### src/rtl/chess_game_ctrl.sv
// chess_game_ctrl - game-level sequencer above the board datapath and board memory.
// Runs board initialization, then the turn loop: origin select/read/check, destination
// select/read/check, one move command, then a fixed settle period before the next turn.
// Optional feature: define CHESS_OWNER_CHECK_EN to enforce piece ownership on the
// origin (colour must match turn) and on the destination (no capture of own colour).
module chess_game_ctrl (
   input  logic       clk,
   input  logic       reset,
   input  logic       start,
   input  logic       key_valid,
   input  logic [2:0] key_x,
   input  logic [2:0] key_y,
   output logic [2:0] rd_x,
   output logic [2:0] rd_y,
   input  logic [3:0] rd_data,
   output logic       initialize_board,
   input  logic       initialize_complete,
   output logic [2:0] piece_x,
   output logic [2:0] piece_y,
   output logic [2:0] move_x,
   output logic [2:0] move_y,
   output logic [3:0] piece_to_move,
   output logic       move_piece,
   output logic       turn,
   output logic [7:0] move_count,
   output logic       illegal,
   output logic       busy
);

   typedef enum logic [3:0] {
      IDLE,
      INIT,
      WAIT_INIT,
      SEL_PIECE,
      RD_PIECE,
      CHK_PIECE,
      SEL_DEST,
      RD_DEST,
      CHK_DEST,
      MOVE,
      MOVE_WAIT
   } state_t;

   // MOVE_WAIT lasts five cycles: counter values 0..4
   localparam logic [2:0] WAIT_LAST = 3'd4;

   state_t     state;
   state_t     next_state;
   logic [2:0] wait_cnt;
   logic       wait_done;
   logic       same_square;
   logic       origin_ok;
   logic       dest_ok;
   logic       illegal_nxt;

`ifdef CHESS_OWNER_CHECK_EN
   function automatic logic is_white(input logic [3:0] code);
      return (code >= 4'd7) && (code <= 4'd12);
   endfunction

   function automatic logic is_black(input logic [3:0] code);
      return (code >= 4'd1) && (code <= 4'd6);
   endfunction

   // Origin must be a piece of the side to move; destination must not hold the mover's colour
   assign origin_ok = turn ? is_black(rd_data) : is_white(rd_data);
   assign dest_ok   = is_white(piece_to_move) ? !is_white(rd_data) : !is_black(rd_data);
`else
   // Only an empty origin is refused; any destination is accepted
   assign origin_ok = (rd_data != 4'd0);
   assign dest_ok   = 1'b1;
`endif

   assign wait_done   = (wait_cnt == WAIT_LAST);
   assign same_square = (key_x == piece_x) && (key_y == piece_y);

   // State register
   always_ff @(posedge clk or posedge reset) begin
      // NOTE: sequential state uses non-blocking (<=) so every register samples pre-edge values.
      if (reset) state <= IDLE;
      else       state <= next_state;
   end

   // Next-state decode and rejection detection
   always_comb begin
      // NOTE: every variable gets a default first so no path leaves it unassigned (no latch).
      next_state  = state;
      illegal_nxt = 1'b0;
      unique case (state)
         IDLE:      if (start) next_state = INIT;
         INIT:      next_state = WAIT_INIT;
         WAIT_INIT: if (initialize_complete) next_state = SEL_PIECE;
         SEL_PIECE: begin
            if (start)          next_state = INIT;
            else if (key_valid) next_state = RD_PIECE;
         end
         RD_PIECE:  next_state = CHK_PIECE;
         CHK_PIECE: begin
            if (origin_ok) begin
               next_state = SEL_DEST;
            end else begin
               next_state  = SEL_PIECE;
               illegal_nxt = 1'b1;
            end
         end
         SEL_DEST: begin
            if (start)          next_state = INIT;
            else if (key_valid) next_state = same_square ? SEL_PIECE : RD_DEST;
         end
         RD_DEST:   next_state = CHK_DEST;
         CHK_DEST: begin
            if (dest_ok) begin
               next_state = MOVE;
            end else begin
               next_state  = SEL_DEST;
               illegal_nxt = 1'b1;
            end
         end
         MOVE:      next_state = MOVE_WAIT;
         MOVE_WAIT: if (wait_done) next_state = SEL_PIECE;
         default:   next_state = IDLE;
      endcase
   end

   // Registered outputs, latched coordinates, turn bookkeeping and settle counter
   always_ff @(posedge clk or posedge reset) begin
      if (reset) begin
         rd_x             <= '0;
         rd_y             <= '0;
         initialize_board <= 1'b0;
         piece_x          <= '0;
         piece_y          <= '0;
         move_x           <= '0;
         move_y           <= '0;
         piece_to_move    <= '0;
         move_piece       <= 1'b0;
         turn             <= 1'b0;
         move_count       <= '0;
         illegal          <= 1'b0;
         busy             <= 1'b0;
         wait_cnt         <= '0;
      end else begin
         // Pulses and busy follow the state being entered, so they line up with it
         initialize_board <= (next_state == INIT);
         move_piece       <= (next_state == MOVE);
         illegal          <= illegal_nxt;
         busy             <= (next_state != SEL_PIECE) && (next_state != SEL_DEST);
         wait_cnt         <= (state == MOVE_WAIT) ? wait_cnt + 3'd1 : 3'd0;

         if (next_state == INIT) begin
            turn       <= 1'b0;
            move_count <= '0;
         end else if ((state == MOVE_WAIT) && wait_done) begin
            turn <= ~turn;
            if (move_count != 8'hFF) move_count <= move_count + 8'd1;
         end

         // RD_PIECE is only entered from SEL_PIECE on an accepted key
         if (next_state == RD_PIECE) begin
            piece_x <= key_x;
            piece_y <= key_y;
            rd_x    <= key_x;
            rd_y    <= key_y;
         end

         // RD_DEST is only entered from SEL_DEST on a key naming a different square
         if (next_state == RD_DEST) begin
            move_x <= key_x;
            move_y <= key_y;
            rd_x   <= key_x;
            rd_y   <= key_y;
         end

         if ((state == CHK_PIECE) && origin_ok) piece_to_move <= rd_data;
      end
   end

endmodule
### config.mk
export PLATFORM = sky130hd
export DESIGN_NAME = chess_game_ctrl
export DESIGN_NICKNAME = d
export VERILOG_FILES = /design/src/rtl/chess_game_ctrl.sv
export SDC_FILE = /design/constraint.sdc
export NUM_CORES = 1
export LEC_CHECK = 0
export ABC_AREA = 1
export CORE_MARGIN = 1.5
export CORE_UTILIZATION = 40
export CTS_CLUSTER_DIAMETER = 80
export DETAILED_ROUTE_END_ITERATION = 6
export GPL_ROUTABILITY_DRIVEN = 0
export PLACE_DENSITY = 0.74
export SETUP_SLACK_MARGIN = 0.2
export SYNTH_ARGS = -nofsm -noshare
export SYNTH_HDL_FRONTEND = slang
export SYNTH_SLANG_ARGS = --single-unit
### constraint.sdc
create_clock -name clk -period 2 [get_ports clk]
set_clock_uncertainty 0.2 [all_clocks]
set_input_delay 0.3 -clock clk [delete_from_list [all_inputs] [get_ports clk]]
set_output_delay 0.3 -clock clk [all_outputs]
set_load 0.03 [all_outputs]
* Yosys cells after proc, flatten, opt, wreduce, memory -nomap -nowiden
Index checks and enable logic that the tools add are counted.
Storage, ports and cells: input port bits 15, logic and storage cells 70, register bits after elaboration 42, output and inout bits 35
Operators by class: add/sub/neg operators 2, equality and inequality tests 20, bitwise gates (word level) 1, mux-type cells 22, reductions and logical operators 10
Operator list (count):
- 4-bit one-hot mux with 11 select lines | 1
- 4-bit 2-to-1 mux | 7
- 4-bit by 3-bit equality test with 1-bit output (second input constant) | 6
- 8-bit 2-to-1 mux | 3
- 3-bit 2-to-1 mux | 7
- 4-bit equality test (second input constant) | 4
- 8-bit by 1-bit adder with 8-bit output (second input constant) | 1
- 4-bit by 1-bit equality test with 1-bit output (second input constant) | 2
- 4-bit by 2-bit equality test with 1-bit output (second input constant) | 2
- 8-bit inequality test (second input constant) | 1
- 3-bit equality test | 2
- 2-bit nonzero test | 3
- 1-bit logical AND | 4
- 4-bit logical NOT | 1
- 1-bit 2-to-1 mux | 4
- 4-bit by 2-bit inequality test with 1-bit output (second input constant) | 1
- 4-bit by 3-bit inequality test with 1-bit output (second input constant) | 1
- 4-bit nonzero test | 1
- 3-bit by 1-bit adder with 3-bit output (second input constant) | 1
- 3-bit equality test (second input constant) | 1
- 2-bit AND reduction | 1
- 1-bit NOT | 1

* Depth between registers and ports, before layout
word-level depth 9, depth in mapped cells 13, gate-level depth less buffers 13

* Worst setup path after synthesis
No wires, ideal clock.
kind reg2reg, from register move_count[0], to register move_count[6], stages on the path, launching flop included 10, setup time 0.119 ns, data arrival time 1.572 ns, path slack 0.109 ns, required time 1.681 ns, buffers on the path 0, period minus slack after synthesis 1.891 ns, cell sequence dfrtp_1 -> ha_1 -> nand2_1 -> inv_1 -> nand2_1 -> nor3_1 -> nor2_2 -> nand4_1 -> xor2_1 -> nor2_2
On the way: cells in the longest elaborated chain, start to end 4, elaborated cells on any way between the ends 7, those cells by class add/sub (1); eq/ne (1); mux (3); reduce/logical (2)
RTL lines:
- start: declaration | line 25 | output logic [7:0] move_count,
- start signal: assignment | line 155 | if (move_count != 8'hFF) move_count <= move_count + 8'd1;
- 8-bit by 1-bit adder with 8-bit output | line 155
- 8-bit 2-to-1 mux | line 155
- 8-bit 2-to-1 mux | line 153 | end else if ((state == MOVE_WAIT) && wait_done) begin
- 8-bit 2-to-1 mux | line 150 | if (next_state == INIT) begin
Parallel ways exist; a longest one is shown, timed or not. The select of a mux whose other input is x is not followed. A chain may end at the register's enable or synchronous reset.

* Worst setup path after layout
from register state[2], to register move_count[4]
On the way: elaborated cells on any way between the ends 25, those cells by class eq/ne (11); mux (9); reduce/logical (5)
RTL lines:
- start: declaration | line 47 | state_t state;
- start signal: assignment | line 81 | else state <= next_state;
- 4-bit equality test, or another cell as far along | line 89 | unique case (state)
- 4-bit one-hot mux with 11 select lines (*) | line 89
- named net next_state[1] | line 48 | state_t next_state;
- 4-bit by 1-bit equality test with 1-bit output (*) | line 150
- 2-bit nonzero test (no line)
- 2-bit AND reduction (no line)
The timed path passes the listed nets; every way through them passes the cells marked *.

==> flow_summary.toml <==
[power]
total_power_mw = 5.14
power.density_mw_per_mm2 = 1450
power_frac_clock = 0.136
switchingPower_mw = 2.35
pwr-share-seq = 0.272
switching_share = 0.458
leakage_nw = 1.85
p_comb_frac = 0.592
p_int_mw = 2.79
ir_drop_uv = 808

[layout]
syn2layout_area_growth_pct = 64.4
diodes = 0
n_fill_cell = 383
fin_cells = 432
drive_above_1_share = 0.412
final_nets = 379
final-seq-area_mm2 = 0.00106
fin_area_mm2 = 0.00355
multi_input_area_mm2 = 0.00124

[synth]
synth_compound_area_frac = 0.0735
synthesis.area_mm2 = 0.00216
ys_seq_area_frac = 0.486
synth_fp_nets = 283
synth-xor-area-share = 0.0365
synth_top_family_by_area = "simple AND/OR/NAND/NOR gates"
synth.distinct_cells = 24
ys_ff_latch = 42
synth-simple-area-share = 0.299
synthMuxAreaShare = 0
netlist_instances = 265
yosys.area.top_type = "dfrtp_1"
synth_area_per_cell_um2 = 8.16
ys_warn_count = 0
synth.area.top_cells = "dfrtp_1 49%, nand2_1 14%, inv_1 7.1%, nand3_1 4.4%, nor2_1 3.5%"
synth_adder_area_share = 0.0174
yosys.area.top_type_share = 0.486

[timing]
hold_violations = 0
rsz0062_at_grt = "yes"
drv_slew = 0
setup_viol = 0
fmax_ghz = 0.508
relSlewSlack = 0.568
period_needed_ns = 1.97
tightest_slew_ns = 0.644
fin_crit_sh = 0.984
tns_ns = 0

[cts]
cts_buffers = 5
cts.sinks = 42
cts_tree = "built"
path_clk_slew_ns = 0.08
cts_root_buf = "clkbuf_8"
hold_buffers = 0
worstSkewPairLatency_ns = 0.30
htreeDepth = 2
cts_max_path_buffers = 2

[setup_path]
reg2reg_slack_ns = 0.03
slowest_stage = "dfrtp_2"
worstSetupPathType = "reg -> reg"
cp.arrival_ns = 2.01
max_stage_delay_ns = 0.47
crit_chain = "inv_4 > nor2_4 > nand2_2 > nand2_4 > nand2_4 > o21ai_4 > buf_6 > inv_4 > nand2_2 > inv_4 > nand2_8 > nand3_2 > nand2_2"
rr_worst_depth = 13
end_kind = "flip-flop"
cp_max_fo = 5
required_ns = 2.04
r2r-end = "move_count[4]"
start_kind = "flip-flop"
r2r-start = "state[2]"

[routing]
vias_per_cell = 4.78
drtIter0Drc = 128
drtPass1Iterations = 4
routed_wl_um = 6180
vias = 2066
route.detailed.drc = 0
antenna_left = 0
routedWlPerCell_um = 14.3

[placement]
hpwl_um = 3440
postPlaceCellArea_mm2 = 0.00289
io_buffers = 49
place_inst = 397

[floorplan]
fp.dieW_um = 76.5
rows = 26
core_mm2 = 0.00517
ios = 50
initial_core_util = 0.418
fp.dieH_um = 76.5
dieArea_mm2 = 0.00586

[global_route]
first_global_vias = 2029
grt_pass1_wl_um = 9590
overflow = 0
antenna_found_initial = 0
grt_max_degree = 28
track_usage = 0.209

[status]
status = "finished clean"

[worst_hold_path]
hold_class = "in -> async"

[flow_run]
drv_cap = 0
stage by stage:
step / util / setup slack (ns) / hold slack (ns)
after global routing: 0.687 / -0.0739 / 0.150
after floorplan: - / 0.176 / 0.210
after CTS: 0.651 / 0.0908 / 0.109
after global placement: 0.559 / -0.200 / 0.247
after detailed placement: 0.559 / -0.194 / 0.262
final: 0.687 / 0.0313 / 0.106
synthesized netlist by cell type:
cell      count
nor2_2        7
nand3_4       1
inv_1        41
o21ai_4       1
nand2_2       6
ha_1          3
o21ai_0       7
o221ai_1      1
nand3_1      19
a21oi_2       1
o21ai_1       2
inv_2         2
nor3_1        3
dfrtp_1      42
nand2_4       4
xnor2_1       3
nor2_1       20
xor2_1        6
buf_6         2
a21oi_1       2
inv_4         1
nand2_1      81
nand4_1       2
o21ai_2       8
worst max-delay path, delay by kind of cell (launching register included):
kind / cells / cell delay (ns)
compound gates: 1 / 0.23
buf+inv: 4 / 0.32
flops: 1 / 0.47
simple gates: 8 / 0.68
layout make-up:
type	count	share of cell area
Sequential cell	42	0.298
Inverter	44	0.0507
Timing Repair Buffer	90	0.246
Clock inverter	1	0.00845
Clock buffer	7	0.0243
Multi-Input combinational cell	178	0.348
Tap cell	70	0.0246
registers in the layout (all words and copies together), names as in the netlist, 3 cells and up:
register	cells
move_count	8
state	4
piece_to_move	4
move_x	3
rd_x	3
piece_y	3
piece_x	3
rd_y	3
wait_cnt	3
move_y	3
power groups by stage:
stage | clock, mW | combinational (mW) | sequential [mW]
2_1_floorplan | 0 | 0.956 | 1.78
3_3_place_gp | 0 | 2.17 | 1.34
3_5_place_dp | 0 | 2.21 | 1.34
4_1_cts | 0.708 | 2.68 | 1.36
5_1_grt | 0.748 | 3.24 | 1.44
6_report | 0.698 | 3.05 | 1.40
layer usage:
metal | GRT usage | share of wire | wire length (um) | up-vias
li1 | - | - | - | 1010
met1 | 0.258 | 0.42 | 2620 | 971
met2 | 0.346 | 0.50 | 3100 | 66
met3 | 0.0467 | 0.034 | 211 | 19
met4 | 0.0981 | 0.039 | 240 | 0
met5 | 0 | 0 | 0 | -
how the worst max path moves through the flow:
stage | depth (start not counted) | startpoint | endpoint | slack [ns]
after floorplan | 9 | move_count[1] | move_count[6] | 0.18
after global placement | 11 | rd_data[0] | move_count[0] | -0.20
after detailed placement | 11 | rd_data[2] | move_count[4] | -0.19
after CTS | 9 | state[3] | rd_y[1] | 0.09
after global routing | 12 | state[3] | move_count[4] | -0.07
final | 13 | state[2] | move_count[4] | 0.03
cells by family (layout without fill, tap and decap cells):
kind of cell,count (synthesis),count (layout)
AO/OA/AOI/OAI,22,22
AND/OR/NAND/NOR,143,144
adder cells (fa/ha/maj),3,3
buffers and inverters,46,142
XOR/XNOR,9,9
flip-flops,42,42
placed cells by master, fill, tap and decap left out, drive strengths merged:
cell and n:
nand2 92, nand4 2, clkdlybuf4s50 7, clkbuf 7, ha 3, dlymetal6s2s 2, inv 43, xnor2 3
clkinv 1, o221ai 1, nand3 20, buf 41, dfrtp 42, dlygate4sd2 40, nor3 3, a21oi 3
xor2 6, o21ai 18, bufinv 1, nor2 27
what timing repair did:
item                       in CTS  in global routing
cloned                          3                  0
resized for setup             107                 42
setup endpoints to repair      62                 35
pin swaps                      13                 30
setup buffers                  18                  6
Power figures use the tool's default switching activity.
